--- src/rtl/mm_pkg.sv ---
// Shared constants for the move-request path: direction indices, FSM encoding
// and small direction helpers.
package mm_pkg;

    localparam logic [1:0] DIR_UP    = 2'd0;
    localparam logic [1:0] DIR_RIGHT = 2'd1;
    localparam logic [1:0] DIR_DOWN  = 2'd2;
    localparam logic [1:0] DIR_LEFT  = 2'd3;

    localparam logic [1:0] ST_IDLE   = 2'd0;
    localparam logic [1:0] ST_DELAY  = 2'd1;
    localparam logic [1:0] ST_REPEAT = 2'd2;

    // Highest-priority set bit of a press vector: up > right > down > left.
    function automatic logic [1:0] prio_dir(input logic [3:0] ev);
        logic [1:0] r;
        r = DIR_LEFT;
        if (ev[DIR_DOWN])  r = DIR_DOWN;
        if (ev[DIR_RIGHT]) r = DIR_RIGHT;
        if (ev[DIR_UP])    r = DIR_UP;
        return r;
    endfunction

    function automatic logic [3:0] dir_onehot(input logic [1:0] idx);
        return 4'b0001 << idx;
    endfunction

endpackage

--- src/rtl/debounce_bit.sv ---
// One button bit: 2-flop synchroniser followed by a consecutive-difference
// counter; the level flips after DB_CYCLES disagreeing cycles in a row.
module debounce_bit #(
    parameter int DB_CYCLES = 500000
) (
    input  logic clk_sys,
    input  logic rst,
    input  logic raw,
    output logic level
);

    localparam int CW = $clog2(DB_CYCLES + 1);

    logic [1:0]    sync_q, sync_d;
    logic          level_q, level_d;
    logic [CW-1:0] cnt_q, cnt_d;

    always_comb begin
        sync_d  = {sync_q[0], raw};
        level_d = level_q;
        cnt_d   = cnt_q;
        if (sync_q[1] == level_q) begin
            cnt_d = '0;
        end else if (cnt_q == CW'(DB_CYCLES - 1)) begin
            level_d = sync_q[1];
            cnt_d   = '0;
        end else begin
            cnt_d = cnt_q + CW'(1);
        end
    end

    always_ff @(posedge clk_sys or posedge rst) begin
        if (rst) begin
            sync_q  <= '0;
            level_q <= 1'b0;
            cnt_q   <= '0;
        end else begin
            sync_q  <= sync_d;
            level_q <= level_d;
            cnt_q   <= cnt_d;
        end
    end

    assign level = level_q;

endmodule

--- src/rtl/move_request_gen.sv ---
// Debounced four-button move request generator with press, delayed first
// repeat and periodic auto-repeat, handed out over a valid/ready slot.
module move_request_gen
    import mm_pkg::*;
#(
    parameter int DB_CYCLES     = 500000,
    parameter int REPEAT_DELAY  = 20000000,
    parameter int REPEAT_PERIOD = 7500000
) (
    input  logic       CLOCK_50,
    input  logic       reset,
    input  logic [3:0] btn_raw,
    input  logic       enable,
    input  logic       move_ready,
    output logic       move_valid,
    output logic [3:0] move_dir,
    output logic [3:0] held_dirs
);

    localparam int TMAX = (REPEAT_DELAY > REPEAT_PERIOD) ? REPEAT_DELAY : REPEAT_PERIOD;
    localparam int TW   = $clog2(TMAX + 1);

    logic [3:0]    held_w;
    logic [3:0]    held_prev_q, held_prev_d;
    logic [3:0]    press;
    logic [1:0]    state_q, state_d;
    logic [1:0]    dir_sel_q, dir_sel_d;
    logic [TW-1:0] timer_q, timer_d;
    logic          move_valid_q, move_valid_d;
    logic [3:0]    move_dir_q, move_dir_d;
    logic          issue;
    logic          accept;

    for (genvar i = 0; i < 4; i++) begin : g_db
        debounce_bit #(.DB_CYCLES(DB_CYCLES)) u_db (
            .clk_sys (CLOCK_50),
            .rst     (reset),
            .raw     (btn_raw[i]),
            .level   (held_w[i])
        );
    end

    assign press = held_w & ~held_prev_q;

    // A new press always wins over release or timer expiry of the current selection.
    always_comb begin
        held_prev_d = held_w;
        state_d     = state_q;
        dir_sel_d   = dir_sel_q;
        timer_d     = timer_q;
        issue       = 1'b0;
        if (!enable) begin
            state_d = ST_IDLE;
            timer_d = '0;
        end else if (|press) begin
            issue     = 1'b1;
            dir_sel_d = prio_dir(press);
            timer_d   = '0;
            state_d   = ST_DELAY;
        end else begin
            case (state_q)
                ST_DELAY, ST_REPEAT: begin
                    if (!held_w[dir_sel_q]) begin
                        state_d = ST_IDLE;
                        timer_d = '0;
                    end else if (state_q == ST_DELAY && timer_q == TW'(REPEAT_DELAY - 1)) begin
                        issue   = 1'b1;
                        timer_d = '0;
                        state_d = ST_REPEAT;
                    end else if (state_q == ST_REPEAT && timer_q == TW'(REPEAT_PERIOD - 1)) begin
                        issue   = 1'b1;
                        timer_d = '0;
                    end else begin
                        timer_d = timer_q + TW'(1);
                    end
                end
                default: begin
                    state_d = ST_IDLE;
                    timer_d = '0;
                end
            endcase
        end
    end

    // Single-entry output slot: an issue while still pending is simply lost.
    always_comb begin
        accept       = move_valid_q & move_ready;
        move_valid_d = move_valid_q;
        move_dir_d   = move_dir_q;
        if (!enable) begin
            move_valid_d = 1'b0;
        end else if (issue && (!move_valid_q || accept)) begin
            move_valid_d = 1'b1;
            move_dir_d   = dir_onehot(dir_sel_d);
        end else if (accept) begin
            move_valid_d = 1'b0;
        end
    end

    always_ff @(posedge CLOCK_50 or posedge reset) begin
        if (reset) begin
            held_prev_q  <= '0;
            state_q      <= ST_IDLE;
            dir_sel_q    <= DIR_UP;
            timer_q      <= '0;
            move_valid_q <= 1'b0;
            move_dir_q   <= '0;
        end else begin
            held_prev_q  <= held_prev_d;
            state_q      <= state_d;
            dir_sel_q    <= dir_sel_d;
            timer_q      <= timer_d;
            move_valid_q <= move_valid_d;
            move_dir_q   <= move_dir_d;
        end
    end

    assign move_valid = move_valid_q;
    assign move_dir   = move_dir_q;
    assign held_dirs  = held_w;

endmodule
--- config.mk ---
export PLATFORM = sky130hd
export DESIGN_NAME = move_request_gen
export DESIGN_NICKNAME = d
export VERILOG_FILES = /design/src/rtl/mm_pkg.sv /design/src/rtl/debounce_bit.sv /design/src/rtl/move_request_gen.sv
export SDC_FILE = /design/constraint.sdc
export NUM_CORES = 1
export LEC_CHECK = 0
export BUFFER_PORTS_ARGS = -buffer_cell sky130_fd_sc_hd__buf_4
export CAP_MARGIN = 10
export CORE_UTILIZATION = 65
export CTS_BUF_LIST = sky130_fd_sc_hd__clkbuf_8
export DETAILED_ROUTE_END_ITERATION = 16
export PLACE_DENSITY = 0.83
export REMOVE_ABC_BUFFERS = 1
export SYNTH_ARGS = -nofsm -noshare
export SYNTH_HDL_FRONTEND = slang
export SYNTH_SLANG_ARGS = --single-unit
export TNS_END_PERCENT = 5
--- constraint.sdc ---
create_clock -name CLOCK_50 -period 4.3 [get_ports CLOCK_50]
set_clock_uncertainty 0.2 [all_clocks]
set_input_delay 0.215 -clock CLOCK_50 [delete_from_list [all_inputs] [get_ports CLOCK_50]]
set_output_delay 0.215 -clock CLOCK_50 [all_outputs]
set_load 0.05 [all_outputs]
==> out/metrics.csv <==
metric,value,unit
outcome,finished clean,
Pwr Total,2.20,mW
Placer Congestion,0.823,
Tmin final,2.76,ns
"Seq/Total Area, Yosys",52.7,%
final setup fails,0,
vias in the first global route,4302,
largest family of logic cells by synthesized area,simple AND/OR/NAND/NOR gates,
RSZ-0062 raised after global routing,no,
core box area,0.00881,mm²
cts repair resizes,0,
overall routing resource usage,25.4,%
antenna diode count,0,
Critical Path RT,4.36,ns
dpl cell area,0.00616,mm²
Post-Synth Adder-Cell Area,1.46,%
postcts setup bufs,0,
CP Launch Type,flip-flop,
min-delay worst type,flip-flop to flip-flop,
ys async rst share,100,%
Crit Path Max Fanout,25,
worst-case clock buffer depth,2,
final setup TNS,0,ns
Finished Cell Area,0.00658,mm²
Final Cycle Share,64.2,%
Starting Density,67.9,%
Syn Inst Count,587,
Post-DP HPWL,7370,µm
Lkg Pwr,2.76,nW
DR vias/cell,5.60,
PortBufs,16,
initial antenna violation count,0,
initial drt markers,160,
Placement Setup Slack,1.48,ns
XOR/XNOR share of the synthesized area,13.9,%
post-synthesis simple-gate area fraction,25.5,%
Slew Limit Headroom,39.6,%
die extent in x,97.9,µm
Max Fclk,362,MHz
DRC viols,0,
H-tree depth,4,
Ports,17,
VDD IR max,0.000228,V
Yosys Warn Count,0,
WL/cell,14.7,µm
final hold violations,0,
Least-Margin Pin Slew,0.906,ns
distinct cell type count of the synthesized netlist,45,
number of flops mapped to enable cells by yosys,0,
post-synthesis mux area share,2.05,%
setup ws final,1.54,ns
clock transition at the registers of the reported paths,0.07,ns
fin. max-slew vios,0,
hold_ws,0.157,ns
die area,0.00959,mm²
max-capacitance violation count,0,
Synth Register Bits,126,
Vert. Die Dim,97.9,µm
nets,630,
Via Count,4115,
CTS sink cnt,126,
pwr/cell area,334,mW/mm²
Initial DRT Pass Iterations,4,
Post-Synthesis Cell Area,0.00598,mm²
Post-Syn Area per Cell,10.2,µm²
clk root buf,clkbuf_8,
area grow syn2layout,10.0,%
final wirelength,10800,µm
ANT nets after route,0,
Post-synth top flop,dfrtp_1,
CTS tree,yes,
Num CTS Buffers,17,
kind of critical path,flip-flop to flip-flop,
first-pass GRT wire length,19300,µm
clock latency on the worst-skew pair,0.42,ns
critical path data arrival time,2.82,ns
largest net degree at the start of global routing,75,
Worst Setup End Kind,flip-flop,
Rows,34,
grt ovf,0,
Synth Area in Compound Gates,1.51,%
ratio of cells with drive above 1 in the final layout,11.8,%
-- Yosys cell counts (all sizes together), types with 2 or more instances --
cell / instances / share of area (%)
nor4b: 5 / 0.73
and4: 11 / 1.6
buf: 10 / 1.3
dfrtp: 126 / 53
or2: 5 / 0.52
nand2b: 4 / 0.42
xor2: 42 / 6.2
nor3: 21 / 1.8
nor2: 124 / 7.8
mux2: 8 / 1.5
a21oi: 3 / 0.31
nand4: 24 / 2.5
nor4bb: 3 / 0.50
nand3: 32 / 2.7
ha: 7 / 1.5
xnor2: 53 / 7.8
and2b: 2 / 0.27
nand3b: 4 / 0.50
inv: 20 / 1.3
nor4: 12 / 1.3
nand2: 34 / 2.1
and3: 9 / 1.0
clkbuf: 6 / 0.38
nor2b: 7 / 0.73
-- kinds of logic after synthesis --
family / count (synthesis)
AO/OA/AOI/OAI: 10
XOR/XNOR: 95
adder cells (fa/ha/maj): 7
buffers and inverters: 36
flip-flops: 126
multiplexers: 10
AND/OR/NAND/NOR: 303
-- final cells by class --
cell class | count | area, µm²
Timing Repair Buffer | 25 | 205
Clock inverter | 14 | 121
Tap cell | 108 | 135
Clock buffer | 17 | 234
Sequential cell | 126 | 3150
Inverter | 20 | 77.6
Multi-Input combinational cell | 425 | 2660
Fill cell | 576 | 2220
-- report_power, final --
part | internal [mW] | switching, mW | leakage (nW) | total, mW
combinational | 0.0232 | 0.0503 | 0.857 | 0.0735
clock | 0.452 | 0.461 | 0.183 | 0.914
sequential | 1.20 | 0.0119 | 1.72 | 1.21
-- critical path, stage by stage (launching register included) --
cell and delay, ns:
dfrtp_1 0.40, inv_1 0.06, ha_1 0.13, nand4_1 0.10, or4_4 0.52, o32ai_4 0.32, nand2b_1 0.75, nor2_1 0.14
-- per-stage QoR --
step           cells  util (%)
2_1_floorplan    571         -
3_3_place_gp     697      69.9
3_5_place_dp     697      69.9
4_1_cts          735      74.7
5_1_grt          735      74.7
6_report         735      74.7
-- metal layers --
layer	routed length [µm]	vias to the layer above	share of wire, %	global-route usage, %
met3	412	8	3.8	5.73
met4	87	0	0.81	9.44
met2	5330	71	49	41.5
met5	0	-	0	0
met1	4950	2004	46	33.4
li1	-	2032	-	-
-- worst paths after layout --
path / start / to / slack (ns) / cells after the start
setup / recovery: state_q[1]$_DFFE_PP0P_ / timer_q[8]$_DFF_PP0_ / 1.54 / 7
hold / removal: g_db[3].u_db.sync_q[0]$_DFF_PP0_ / g_db[3].u_db.sync_q[1]$_DFF_PP0_ / 0.16 / 0
setup reg to reg: state_q[1]$_DFFE_PP0P_ / timer_q[8]$_DFF_PP0_ / 1.54 / 7
hold reg to reg: g_db[3].u_db.sync_q[0]$_DFF_PP0_ / g_db[3].u_db.sync_q[1]$_DFF_PP0_ / 0.16 / 0
max in group asynchronous: reset / g_db[0].u_db.cnt_q[6]$_DFF_PP0_ / 2.60 / 4
min in group asynchronous: reset / g_db[1].u_db.cnt_q[7]$_DFF_PP0_ / 0.36 / 3
-- state kept, by name (all words and copies together) (netlist names) --
name	flops
timer_q	25
move_valid	1
g_db.u_db.cnt_q	76
state_q	2
dir_sel_q	2
g_db.u_db.level	4
g_db.u_db.sync_q	8
held_prev_q	4
move_dir	4
-- cells in the final DEF, fill, tap and decap left out, types with 6 or more instances in the layout --
cell and instances:
and3_1 6, and4_1 10, buf_4 18, clkbuf_8 17, dfrtp_1 126, dlygate4sd3_1 7, ha_1 7, inv_1 20
mux2_2 8, nand2_1 34, nand3_1 32, nand4_1 24, nor2_1 124, nor2b_1 7, nor3_1 21, nor4_1 12
xnor2_1 53, xor2_1 42
-- repair_timing --
action | in CTS | in global routing
endpoints found under the hold margin | 79 | 0
hold buffers | 7 | 0
setup endpoints to repair | 0 | 0
(Power assumes the default switching activity.)
